==> config.mk <==
export PLATFORM = sky130hd
export DESIGN_NAME = svo_hdmi_period_ctl
export DESIGN_NICKNAME = d
export VERILOG_FILES = /design/src/rtl/svo_hdmi_period_ctl.sv
export SDC_FILE = /design/constraint.sdc
export NUM_CORES = 1
export LEC_CHECK = 0
export BUFFER_PORTS_ARGS = -buffer_cell sky130_fd_sc_hd__buf_2
export CAP_MARGIN = 5
export CORE_MARGIN = 2
export CORE_UTILIZATION = 52
export DETAILED_ROUTE_END_ITERATION = 16
export GPL_ROUTABILITY_DRIVEN = 0
export HOLD_SLACK_MARGIN = 0.1
export MAX_ROUTING_LAYER = met4
export PLACE_DENSITY = 0.78
export REMOVE_ABC_BUFFERS = 1
export SETUP_SLACK_MARGIN = 0.1
export SLEW_MARGIN = 20
export SYNTH_ARGS = -nofsm -noshare
export SYNTH_HDL_FRONTEND = slang
export SYNTH_SLANG_ARGS = --single-unit
==> constraint.sdc <==
create_clock -name clk -period 1.4 [get_ports clk]
set_input_delay 0.07 -clock clk [delete_from_list [all_inputs] [get_ports clk]]
set_output_delay 0.07 -clock clk [all_outputs]
set_load 0.1 [all_outputs]
==> src/rtl/svo_hdmi_period_ctl.sv <==
// rtl/svo_hdmi_period_ctl.sv - HDMI preamble/guard-band sequencer with lookahead delay line
//
// Purpose: delays the pixel stream by LEAD = PREAMBLE_LEN+GUARD_LEN cycles plus one output
// register. The lookahead lets the sequencer insert the video preamble and the video guard band
// immediately ahead of each active-video run. Blanking gaps too short to hold the sequence are
// flagged, and that run passes through without preamble or guard (plain DVI).
//
// Ports:
//   clk             pixel clock, all logic on posedge
//   reset           synchronous, active-high
//   in_de           active video
//   in_hsync        horizontal sync
//   in_vsync        vertical sync
//   in_rgb          pixel {R,G,B}
//   out_de          delayed in_de, forced low during preamble/guard
//   out_ctrl0       delayed {vsync,hsync}
//   out_ctrl1       {CTL1,CTL0}, 01 during preamble
//   out_ctrl2       {CTL3,CTL2}, always 00 for video preamble
//   out_guard       encoders emit video guard band code this cycle
//   out_rgb         delayed in_rgb
//   err_short_blank one-cycle pulse on a DE rise that cannot get a preamble
module svo_hdmi_period_ctl #(
  parameter int PREAMBLE_LEN   = 8,
  parameter int GUARD_LEN      = 2,
  parameter int MIN_CTRL_LEN   = 4,
  parameter bit DVI_MODE       = 1'b0,
  parameter int BITS_PER_PIXEL = 24
) (
  input  logic                      clk,
  input  logic                      reset,
  input  logic                      in_de,
  input  logic                      in_hsync,
  input  logic                      in_vsync,
  input  logic [BITS_PER_PIXEL-1:0] in_rgb,
  output logic                      out_de,
  output logic [1:0]                out_ctrl0,
  output logic [1:0]                out_ctrl1,
  output logic [1:0]                out_ctrl2,
  output logic                      out_guard,
  output logic [BITS_PER_PIXEL-1:0] out_rgb,
  output logic                      err_short_blank
);

  localparam int LEAD    = PREAMBLE_LEN + GUARD_LEN;
  localparam int GAP_MAX = LEAD + MIN_CTRL_LEN;
  localparam int CW      = $clog2(GAP_MAX + 1);
  localparam int DW      = BITS_PER_PIXEL + 3;

  typedef enum logic [1:0] {ST_CTRL, ST_PRE, ST_GUARD, ST_VIDEO} state_t;

  // Delay line word: {de, vsync, hsync, rgb}
  logic [DW-1:0] dl [LEAD];
  logic          prev_de;
  logic [CW-1:0] gap_q;
  state_t        state_q, state_d;
  logic [CW-1:0] cnt_q, cnt_d;

  logic          rise, qual, tail_de;
  logic          de_d, guard_d, err_d;
  logic [1:0]    ctrl1_d;

  assign tail_de = dl[LEAD-1][DW-1];
  assign rise    = in_de & ~prev_de;
  // gap_q counts the blanking cycles strictly before this rise
  assign qual    = rise && (gap_q >= CW'(GAP_MAX)) && (state_q == ST_CTRL) && !DVI_MODE;

  always_ff @(posedge clk) begin
    if (reset) begin
      for (int i = 0; i < LEAD; i++) dl[i] <= '0;
      prev_de <= 1'b0;
      gap_q   <= '0;
    end else begin
      dl[0] <= {in_de, in_vsync, in_hsync, in_rgb};
      for (int i = 1; i < LEAD; i++) dl[i] <= dl[i-1];
      prev_de <= in_de;
      if (in_de)
        gap_q <= '0;
      else if (gap_q < CW'(GAP_MAX))
        gap_q <= gap_q + 1'b1;
    end
  end

  // State register
  always_ff @(posedge clk) begin
    if (reset) begin
      state_q <= ST_CTRL;
      cnt_q   <= '0;
    end else begin
      state_q <= state_d;
      cnt_q   <= cnt_d;
    end
  end

  // Next-state logic
  always_comb begin
    state_d = state_q;
    cnt_d   = cnt_q;
    case (state_q)
      ST_CTRL: begin
        if (qual) begin
          state_d = ST_PRE;
          cnt_d   = '0;
        end
      end
      ST_PRE: begin
        if (cnt_q == CW'(PREAMBLE_LEN - 1)) begin
          state_d = ST_GUARD;
          cnt_d   = '0;
        end else begin
          cnt_d = cnt_q + 1'b1;
        end
      end
      ST_GUARD: begin
        if (cnt_q == CW'(GUARD_LEN - 1)) begin
          state_d = ST_VIDEO;
          cnt_d   = '0;
        end else begin
          cnt_d = cnt_q + 1'b1;
        end
      end
      ST_VIDEO: begin
        // Leave once the pixel about to be output is blanking
        if (!tail_de) state_d = ST_CTRL;
      end
      default: state_d = ST_CTRL;
    endcase
  end

  // Output decode from the upcoming state so the registered outputs line up with it
  always_comb begin
    ctrl1_d = (state_d == ST_PRE) ? 2'b01 : 2'b00;
    guard_d = (state_d == ST_GUARD);
    de_d    = tail_de && (state_d != ST_PRE) && (state_d != ST_GUARD);
    err_d   = rise && !qual && !DVI_MODE;
  end

  always_ff @(posedge clk) begin
    if (reset) begin
      out_de          <= 1'b0;
      out_ctrl0       <= 2'b00;
      out_ctrl1       <= 2'b00;
      out_ctrl2       <= 2'b00;
      out_guard       <= 1'b0;
      out_rgb         <= '0;
      err_short_blank <= 1'b0;
    end else begin
      out_de          <= de_d;
      out_ctrl0       <= dl[LEAD-1][BITS_PER_PIXEL+1:BITS_PER_PIXEL];
      out_ctrl1       <= ctrl1_d;
      out_ctrl2       <= 2'b00;
      out_guard       <= guard_d;
      out_rgb         <= dl[LEAD-1][BITS_PER_PIXEL-1:0];
      err_short_blank <= err_d;
    end
  end

endmodule

# Yosys cells after proc, flatten, opt, wreduce, memory -nomap -nowiden

Memory sizes are Yosys's and may differ from the RTL's.
Cells that the tools add are included.

Word-level logic and storage cells: 70
Bits in writable memories: 270
Register bits after elaboration: 42
Memories: 1
Output and inout bits: 33
Input bits: 29

Memory list:

| name | depth | width | read ports | clocked after memory_dff | write ports | RTL line | text |
|---|---|---|---|---|---|---|---|
| dl   | 10    | 27    | 10         | 0                        | 10          | 52       | `logic [DW-1:0] dl [LEAD];` |

Add/subtract/negate cells: 2
Bitwise logic cells: 12
Mux-type cells: 23
Equal/unequal tests: 10
Magnitude comparators: 2
Reductions and logical operators: 10

Operator list:

| operator                                                               | count |
|---|---|
| 27-bit 2-to-1 mux                                                      | 10 |
| 4-bit 2-to-1 mux                                                       | 3 |
| 4-bit case mux with 3 select lines                                     | 1 |
| 1-bit bitwise OR                                                       | 10 |
| 4-bit by 1-bit adder with 4-bit output (second input constant)         | 2 |
| 2-bit 2-to-1 mux                                                       | 4 |
| 2-bit case mux with 4 select lines                                     | 1 |
| 2-bit equality test (second input constant)                            | 3 |
| 1-bit logical AND                                                      | 5 |
| 2-bit by 1-bit equality test with 1-bit output (second input constant) | 2 |
| 4-bit by 1-bit equality test with 1-bit output (second input constant) | 1 |
| 4-bit by 3-bit equality test with 1-bit output (second input constant) | 1 |
| 4-bit >= comparator (second input constant)                            | 1 |
| 4-bit less-than comparator (second input constant)                     | 1 |
| 1-bit 2-to-1 mux                                                       | 4 |
| 2-bit != test (second input constant)                                  | 2 |
| 3-bit nonzero test                                                     | 1 |
| 2-bit logical NOT                                                      | 1 |
| 2-bit by 1-bit != test with 1-bit output (second input constant)       | 1 |
| 2-bit AND reduction                                                    | 1 |
| 2-bit OR reduction                                                     | 1 |
| 1-bit bitwise AND                                                      | 1 |
| 1-bit logical NOT                                                      | 1 |
| 1-bit NOT                                                              | 1 |

# Longest topological paths before layout

Gate-level depths: netlist of the first run.

Word-level depth: 9
Gate-level depth with buffers: 6
Depth with buffers taken out: 6

# Worst setup path after synthesis of the first run

OpenSTA, ideal clock, no wires.

Path kind: register -> register
From: register state_q[1]
To: register out_ctrl1[0]
Path slack: -0.119 ns
Required time: 1.269 ns
Data arrival time: 1.388 ns
Path buffers: 0
Setup time: 0.131 ns
Stages on the path, launching flop included: 7
Cell sequence: dfxtp_1 > inv_1 > ha_1 > a21oi_1 > o211a_1 > or2_2 > nor3b_2

Cells in the longest elaborated chain, start to end: 6
Elaborated cells on any way between the ends: 12
Those cells by class: 4 x eq/ne; 6 x mux; 2 x reduce/logical

RTL lines:

| item                                               | RTL line | text |
|---|---|---|
| start, declared                                    | 55       | `state_t state_q, state_d;` |
| start signal, assigned                             | 89       | `state_q <= state_d;` |
| 2-bit logical NOT                                  | 65, 98   |  |
| 1-bit logical AND                                  | 65       | `assign qual = rise && (gap_q >= CW'(GAP_MAX)) && (state_q == ST_CTRL) && !DVI_MODE;` |
| 2-bit 2-to-1 mux                                   | 100      | `if (qual) begin` |
| 2-bit case mux with 4 select lines (*)             | 98       | `case (state_q)` |
| 2-bit by 1-bit equality test with 1-bit output (*) | 131      | `ctrl1_d = (state_d == ST_PRE) ? 2'b01 : 2'b00;` |
| 1-bit 2-to-1 mux (*)                               | 131      |  |
| end signal, assigned                               | 149      | `out_ctrl1 <= ctrl1_d;` |
| end, declared                                      | 37       | `output logic [1:0] out_ctrl1,` |

Every way passes the cells marked *; elsewhere a longest branch is shown, timed or not.
A chain may end at the register's enable or synchronous reset.

# Worst setup path after layout of the first run

From: register state_q[0]
To: register out_de

Cells in the longest elaborated chain, start to end: 7
Elaborated cells on any way between the ends: 14
Those cells by class: 5 x eq/ne; 5 x mux; 4 x reduce/logical

RTL lines:

| item                                     | RTL line | text |
|---|---|---|
| 2-bit logical NOT                        | 65, 98   |  |
| 1-bit logical AND                        | 65       |  |
| 2-bit 2-to-1 mux                         | 100      |  |
| 2-bit case mux with 4 select lines (*)   | 98       |  |
| 2-bit by 1-bit != test with 1-bit output | 133      | `de_d = tail_de && (state_d != ST_PRE) && (state_d != ST_GUARD);` |
| 1-bit logical AND                        | 133      |  |
| 1-bit logical AND (*)                    | 133      |  |
| end signal, assigned                     | 139      | `out_de <= 1'b0;` |
| end signal, assigned                     | 147      | `out_de <= de_d;` |
| end, declared                            | 35       | `output logic out_de,` |

Marked as above.

==> results of run 1 <==
worst max path at each step:
stage	from	to	slack [ns]	cells past startpoint
after global routing	state_q[0]$_SDFF_PP0_	out_ctrl1[0]$_SDFF_PP0_	-0.26	8
after detailed placement	state_q[0]$_SDFF_PP0_	out_de$_SDFF_PP0_	-0.26	6
after floorplan	state_q[1]$_SDFF_PP0_	out_ctrl1[0]$_SDFF_PP0_	-0.11	6
after global placement	state_q[0]$_SDFF_PP0_	out_de$_SDFF_PP0_	-0.16	6
after CTS	cnt_q[1]$_SDFFE_PP0P_	out_de$_SDFF_PP0_	-0.10	6
final	state_q[0]$_SDFF_PP0_	out_de$_SDFF_PP0_	-0.21	6
what timing repair did:
action                                 CTS  global route
setup buffers                            9             3
endpoints found under the hold margin   61             0
setup endpoints to repair               40             9
pin swaps                               14            16
gates resized for setup                 75            16
hold buffers                            35             0
placed cells by master (no fill, tap or decap), drive strengths merged, types with 3 or more instances in the layout:
cell type,count
o21ai,8
nand2,4
buf,88
nor2b,299
ha,10
clkinv,6
nor3,3
dfxtp,310
clkinvlp,3
clkbuf,43
inv,6
nor3b,4
conb,3
nand4,3
dlygate4sd3,35
nor2,6
a31oi,4
area by class of cell:
class / instances / area (um^2)
clock buffers: 43 / 818
clock inverters: 10 / 105
fillers: 1200 / 5480
inverters: 7 / 42.5
multi-input cells: 369 / 2650
flip-flops and latches: 310 / 6220
well taps: 220 / 275
repair buffers: 123 / 987
critical path: cells and delay by family (launching register included):
| kind | cells | cell delay, ns |
|---|---|---|
| adders and majority gates | 1 | 0.18 |
| buffers and inverters | 1 | 0.09 |
| muxes | 1 | 0.30 |
| DFF | 1 | 0.38 |
| AOI/OAI and AO/OA | 3 | 0.55 |
layer usage:
metal  vias up  global-route usage  routed length, um
met5         -                   -                  0
met2        97               0.202               5090
met4         0              0.0591                286
met3        32              0.0287                515
li1       2454                   -                  -
met1      1937               0.132               4760
cells in the mapped netlist, types with 2 or more instances:
master and n:
nand3_1 2, nand2_1 4, nor3_1 3, buf_4 3
ha_1 10, nor2b_1 299, nand4_1 3, inv_1 7
o21a_1 2, dfxtp_1 310, o31ai_1 2, nor3b_1 3
o21ai_0 6, nor2_1 6, a31oi_1 4, clkbuf_1 33
cells by family after synthesis:
group	synth area share
other cells	0.000426
mux	0.00171
xor+xnor	0.000996
fa+ha+maj	0.0142
flops	0.706
buf+inv	0.0201
compound gates	0.0229
simple gates	0.234
report_power, final:
group	switching [mW]	total, mW	internal, mW	leakage, nW
clock network	2.96	7.36	4.40	0.450
registers	0.0316	8.98	8.95	2.52
logic	0.390	0.715	0.325	1.58
total	3.39	17.1	13.7	4.55
through the flow:
| step | util | hold WS [ns] | total power [mW] | setup TNS (ns) | cells |
|---|---|---|---|---|---|
| 2_1_floorplan | - | 0.139 | 9.43 | -0.236 | 686 |
| 3_3_place_gp | 0.566 | 0.279 | 9.66 | -0.562 | 982 |
| 3_5_place_dp | 0.566 | 0.282 | 9.68 | -1.53 | 982 |
| 4_1_cts | 0.663 | 0.267 | 17.2 | -0.454 | 1079 |
| 5_1_grt | 0.669 | 0.272 | 17.7 | -1.39 | 1082 |
| 6_report | 0.669 | 0.290 | 17.1 | -0.961 | 1082 |
flip-flops by register name, summed over array words and instances, names as in the netlist:
| register | cells |
|---|---|
| err_short_blank | 1 |
| gap_q | 4 |
| dl | 270 |
| out_ctrl1 | 1 |
| out_ctrl0 | 2 |
| out_rgb | 24 |
| out_guard | 1 |
| out_de | 1 |
| cnt_q | 4 |
| state_q | 2 |
==> results.toml, run 1 <==
[yosys]
yosysWarnings = 0
ys_seq_area_frac = 0.706
synth_area_per_cell_um2 = 12.2
syn_inst = 721
synth_top_flop_cell = "dfxtp_1"
synthArstFlopShare = 0
synthTopCellsByArea = "dfxtp_1 71%, nor2b_1 21%, ha_1 1.4%, clkbuf_1 1.4%, o21ai_0 0.34%"
synth_top_cell_by_area = "dfxtp_1"
synth_cell_types = 40
synth-edff-count = 0
synth_top_area_frac = 0.706
ys_seq_elements = 310
synth_area_um2 = 8800

[detailed_routing]
drc_errors = 0
firstDrtPassIters = 4
wl_per_cell_um = 9.85
via_per_inst = 4.18
antenna_left = 0
drtIter0Drc = 153
wl_um = 10700
dr_total_vias = 4520

[critical_path]
critPathKind = "reg -> reg"
r2r_start = "state_q[0]$_SDFF_PP0_"
cp_slowest_stage_delay_ns = 0.38
slowest_stage = "dfxtp_4"
r2r_end = "out_de$_SDFF_PP0_"
rr_worst_depth = 6
cp_cell_sequence = "inv_6, ha_4, o21ai_2, o21ai_1, o2bb2ai_4, mux2_4"
worstPathArrival_ns = 2.02
worstPathMaxFanout = 4
end_kind = "flip-flop"
ff2ff_setup_slack_ns = -0.21
cp-start-kind = "flip-flop"
required_ns = 1.81

[floorplanning]
ios = 62
initial_utilization = 0.530
fp.dieH_um = 134
core_area_um2 = 16600
num_rows = 47
die_x_um = 134
die-area_um2 = 18000

[worst_hold_path]
hold_path_depth = 3
min_from = "in_rgb[9]"
min_path_type = "in -> reg"
min_to = "dl[0][9]$_SDFF_PP0_"

[placed_design]
io_buffer_count = 58
place_ws_ns = -0.257
placed_cell_area_um2 = 9390
place.detailed.hpwl_um = 5200

[layout]
antennaDiodeCount = 0
syn_to_final_growth_pct = 26.2
drive_above_1_share = 0.196
finalInstanceArea_um2 = 11100
final_nets = 879

[pwr]
ir_worst_vdd_uv = 889
p_leak_nw = 4.55
p_per_area_nw_per_um2 = 1540

[global_routing]
grt-ovfl-total = 0
antenna_found_initial = 0
grt_pass1_vias = 4043
grt_pass1_wl_um = 17400
grt_max_degree = 77
grt_use_total = 0.119

[clocking]
insertion_delay_ns = 0.52
cts-root-buf = "clkbuf_16"
htreeDepth = 1
cts_tree = "built"
cts_buffer_depth = 3
cts_made_buffers = 29
clk_pin_slew_worst_paths_ns = 0.06
cts_sinks = 310

[timing]
layout_setup_ws_ns = -0.213
max_freq_mhz = 620
finClkSkew_ns = 0.00603
finalSetupViolCount = 8
finalHoldViolCount = 0
min_period_over_period = 1.15
slew_violations = 0
post-route-min-period_ns = 1.61
rsz0062_at_grt = "true"

[job]
max-cap-violations = 0

[run_status]
outcome = "finished, violations left"
violations = "negative setup slack"
No activity file was read; power rests on OpenSTA's default activity.
==> run 2: changes to the inputs <==
--- a/config.mk
+++ b/config.mk
@@ -12,7 +12,6 @@
 export DETAILED_ROUTE_END_ITERATION = 16
 export GPL_ROUTABILITY_DRIVEN = 0
 export HOLD_SLACK_MARGIN = 0.1
-export MAX_ROUTING_LAYER = met4
 export PLACE_DENSITY = 0.78
 export REMOVE_ABC_BUFFERS = 1
 export SETUP_SLACK_MARGIN = 0.1
==> results.toml, run 2 (same netlist as run 1, synthesis figures left out) <==
[global_routing]
antenna_found_initial = 0
grt_pass1_wl_um = 17400
grt_pass1_vias = 4049
grt-ovfl-total = 0
grt_use_total = 0.116
grt_max_degree = 77

[pwr]
netSwitchingFraction = 0.198
ir_worst_vdd_uv = 889
p_sw_mw = 3.38
p_leak_nw = 4.55
p_total_mw = 17.1
p_int_mw = 13.7
clockPowerShare = 0.432
combPwrFrac = 0.042
power_frac_seq = 0.527
p_per_area_nw_per_um2 = 1540

[detailed_routing]
via_per_inst = 4.20
dr_total_vias = 4545
antenna_left = 0
firstDrtPassIters = 4
wl_per_cell_um = 9.88
drtIter0Drc = 146
wl_um = 10700
drc_errors = 0

[clocking]
clk_pin_slew_worst_paths_ns = 0.06
htreeDepth = 1
insertion_delay_ns = 0.52
cts_sinks = 310
cts_tree = "built"
cts_buffer_depth = 3
cts_made_buffers = 29
cts-root-buf = "clkbuf_16"

[critical_path]
slowest_stage = "dfxtp_4"
worstPathMaxFanout = 4
end_kind = "flip-flop"
cp_cell_sequence = "inv_6, ha_4, o21ai_2, o21ai_1, o2bb2ai_4, mux2_4"
cp-start-kind = "flip-flop"
required_ns = 1.81
ff2ff_setup_slack_ns = -0.23
path_delay_family = "compound AO/OA/AOI/OAI gates"
cp_slowest_stage_delay_ns = 0.38
crit_buf_inv = 1
critPathKind = "reg -> reg"
worstPathArrival_ns = 2.03

[worst_hold_path]
min_path_type = "in -> reg"

[placed_design]
place.detailed.hpwl_um = 5200
io_buffer_count = 58
place_ws_ns = -0.257
placed_cells = 982

[run_status]
violations = "negative setup slack"
outcome = "finished, violations left"

[floorplanning]
die-area_um2 = 18000
die_x_um = 134
num_rows = 47
core_area_um2 = 16600
ios = 62
fp.dieH_um = 134
initial_utilization = 0.530

[timing]
min_period_over_period = 1.16
layout_setup_ws_ns = -0.229
finalHoldViolCount = 0
rsz0062_at_grt = "true"
hold_ws_ns = 0.289
finalSetupViolCount = 8
post-route-min-period_ns = 1.63
finClkSkew_ns = 0.00525
slew_violations = 0
max_freq_mhz = 614

[layout]
reg_top3 = "dl: 270 flops, out_rgb: 24 flops"
multiInputGateArea_um2 = 2650
final_common_cell = "dfxtp_1"
layoutNonFillerInstCount = 1082
final_nets = 879
syn_to_final_growth_pct = 26.2
ff_latch_area_um2 = 6220
drive_above_1_share = 0.196
antennaDiodeCount = 0
largest_register_ff_count = 270
fillers = 1200
layout_common_cells = "304 x dfxtp_1, 299 x nor2b_1, 55 x buf_4"
top_register = "dl"
final_util = 0.669

[job]
max-cap-violations = 0
## run 2: tightest hold or removal path, stage by stage
cell,delay [ns]
dlygate4sd3_1,0.51
buf_2,0.09
nor2b_1,0.10
## run 2: final timing paths
kind / from / cells after the start / to
max: state_q[0]$_SDFF_PP0_ / 6 / out_de$_SDFF_PP0_
min: in_rgb[9] / 3 / dl[0][9]$_SDFF_PP0_
max reg2reg: state_q[0]$_SDFF_PP0_ / 6 / out_de$_SDFF_PP0_
min reg2reg: dl[9][25]$_SDFF_PP0_ / 1 / out_ctrl0[1]$_SDFF_PP0_
## run 2: final cells by class
| type | count | share of cell area |
|---|---|---|
| Clock inverter | 10 | 0.00947 |
| Timing Repair Buffer | 123 | 0.0889 |
| Sequential cell | 310 | 0.561 |
| Clock buffer | 43 | 0.0737 |
| Multi-Input combinational cell | 369 | 0.239 |
| Tap cell | 220 | 0.0248 |
| Inverter | 7 | 0.00383 |
## run 2: repair_timing
action | CTS | global route
endpoints found under the setup margin | 40 | 9
endpoints found under the hold margin | 61 | 0
hold buffers | 35 | 0
buffers inserted | 9 | 3
gates resized for setup | 75 | 16
pin swaps | 14 | 16
## run 2: metal layers
layer,wire length [um],GRT usage,up-vias
met5,0,0,-
met4,264,0.0591,0
met3,548,0.0287,26
met2,5070,0.202,106
met1,4800,0.132,1955
li1,-,-,2458
## run 2: power groups by stage
stage          Combinational (mW)  Sequential (mW)  Clock (mW)
2_1_floorplan               0.211             9.21           0
3_3_place_gp                0.484             9.17           0
3_5_place_dp                0.500             9.18           0
4_1_cts                     0.673             8.98        7.57
5_1_grt                     0.769             8.99        7.93
6_report                    0.715             8.98        7.36
## run 2: per-stage QoR
stage | cell area (um^2) | TNS [ns]
global route | 11100 | -1.38
finish | 11100 | -1.00
CTS | 11000 | -0.454
detailed placement | 9390 | -1.53
floorplan | 8650 | -0.236
global placement | 9390 | -0.562
==> run 3: changes to the inputs <==
--- a/config.mk
+++ b/config.mk
@@ -19,3 +19,4 @@
 export SYNTH_ARGS = -nofsm -noshare
 export SYNTH_HDL_FRONTEND = slang
 export SYNTH_SLANG_ARGS = --single-unit
+export TNS_END_PERCENT = 1
==> results.toml, run 3 (same netlist as run 1, synthesis figures left out) <==
[layout]
final_util = 0.666
antennaDiodeCount = 0
final_nets = 874
largest_register_ff_count = 270
syn_to_final_growth_pct = 25.5
drive_above_1_share = 0.188
layout_common_cells = "306 x dfxtp_1, 299 x nor2b_1, 49 x buf_4"
reg_top3 = "dl: 270 flops, out_rgb: 24 flops"
final_common_cell = "dfxtp_1"
fillers = 1218
top_register = "dl"

[detailed_routing]
wl_um = 10500
firstDrtPassIters = 4
drtIter0Drc = 140
antenna_left = 0
dr_total_vias = 4495
wl_per_cell_um = 9.79
via_per_inst = 4.17
drc_errors = 0

[timing]
rsz0062_at_grt = "true"
finalHoldViolCount = 0
hold_ws_ns = 0.292
finClkSkew_ns = 0.00527
finalSetupViolCount = 9
layout_setup_ws_ns = -0.173
tns_ns = -0.864
max_freq_mhz = 636
slew_violations = 0
post-route-min-period_ns = 1.57
min_period_over_period = 1.12

[job]
max-cap-violations = 0

[placed_design]
io_buffer_count = 58
place_ws_ns = -0.257
place.detailed.hpwl_um = 5200

[global_routing]
grt_use_total = 0.115
grt_pass1_wl_um = 17300
antenna_found_initial = 0
grt_max_degree = 77
grt-ovfl-total = 0
grt_pass1_vias = 4027

[floorplanning]
core_area_um2 = 16600
ios = 62
num_rows = 47
die_x_um = 134
die-area_um2 = 18000
initial_utilization = 0.530
fp.dieH_um = 134

[clocking]
clk_pin_slew_worst_paths_ns = 0.06
insertion_delay_ns = 0.52
cts_tree = "built"
cts_buffer_depth = 3
cts-root-buf = "clkbuf_16"
cts_made_buffers = 29
cts_sinks = 310
htreeDepth = 1

[critical_path]
worstPathArrival_ns = 2.03
required_ns = 1.86
critPathKind = "reg -> reg"
end_kind = "flip-flop"
cp-start-kind = "flip-flop"
worstPathMaxFanout = 4

[pwr]
p_total_mw = 17.0
clockPowerShare = 0.432
netSwitchingFraction = 0.198
combPwrFrac = 0.041
p_leak_nw = 4.53
power_frac_seq = 0.528
p_per_area_nw_per_um2 = 1540
p_sw_mw = 3.36
ir_worst_vdd_uv = 889
p_int_mw = 13.7

[worst_hold_path]
min_path_type = "in -> reg"

[run_status]
outcome = "finished, violations left"
violations = "negative setup slack"
## run 3: power by group through the flow
stage	Clock, mW	Sequential [mW]	Combinational (mW)
2_1_floorplan	0	9.21	0.211
3_3_place_gp	0	9.17	0.484
3_5_place_dp	0	9.18	0.500
4_1_cts	7.57	8.98	0.661
5_1_grt	7.93	8.99	0.742
6_report	7.35	8.98	0.689
## run 3: per-stage QoR
step	area, um^2	instances
2_1_floorplan	8650	686
3_3_place_gp	9390	982
3_5_place_dp	9390	982
4_1_cts	11000	1077
5_1_grt	11000	1077
6_report	11000	1077
## run 3: final cells by class
cell class,instances,area (um^2),area share
Multi-Input combinational cell,369,2630,0.238
Tap cell,220,275,0.0249
Timing Repair Buffer,118,953,0.0864
Sequential cell,310,6220,0.564
Inverter,7,36.3,0.00329
Clock buffer,43,818,0.0741
Clock inverter,10,105,0.00952
## run 3: worst paths after layout
| check | from | end | slack (ns) | cells past startpoint |
|---|---|---|---|---|
| hold reg to reg | dl[3][9]$_SDFF_PP0_ | dl[4][9]$_SDFF_PP0_ | 0.43 | 1 |
| setup reg to reg | state_q[1]$_SDFF_PP0_ | out_de$_SDFF_PP0_ | -0.17 | 7 |
| hold / removal | in_rgb[9] | dl[0][9]$_SDFF_PP0_ | 0.29 | 3 |
| setup / recovery | state_q[1]$_SDFF_PP0_ | out_de$_SDFF_PP0_ | -0.17 | 7 |
## run 3: critical path, stage by stage (launching register included)
cell	delay (ns)
dfxtp_4	0.36
inv_4	0.11
ha_4	0.18
nand4b_1	0.15
o211a_1	0.20
buf_4	0.15
nor3b_1	0.20
mux2_4	0.17
## run 3: timing repair
item / in CTS / in global routing
setup endpoints to repair: 40 / 10
resized for setup: 73 / 12
setup buffers: 7 / 0
hold buffers: 35 / 0
hold endpoints to repair: 61 / 0
pin swaps: 11 / 9
## run 3: layer usage
layer,part of all wire,GRT usage,routed length (um)
met5,0,0,0
met4,0.025,0.0550,267
met3,0.047,0.0272,494
met2,0.48,0.206,5040
met1,0.45,0.129,4750
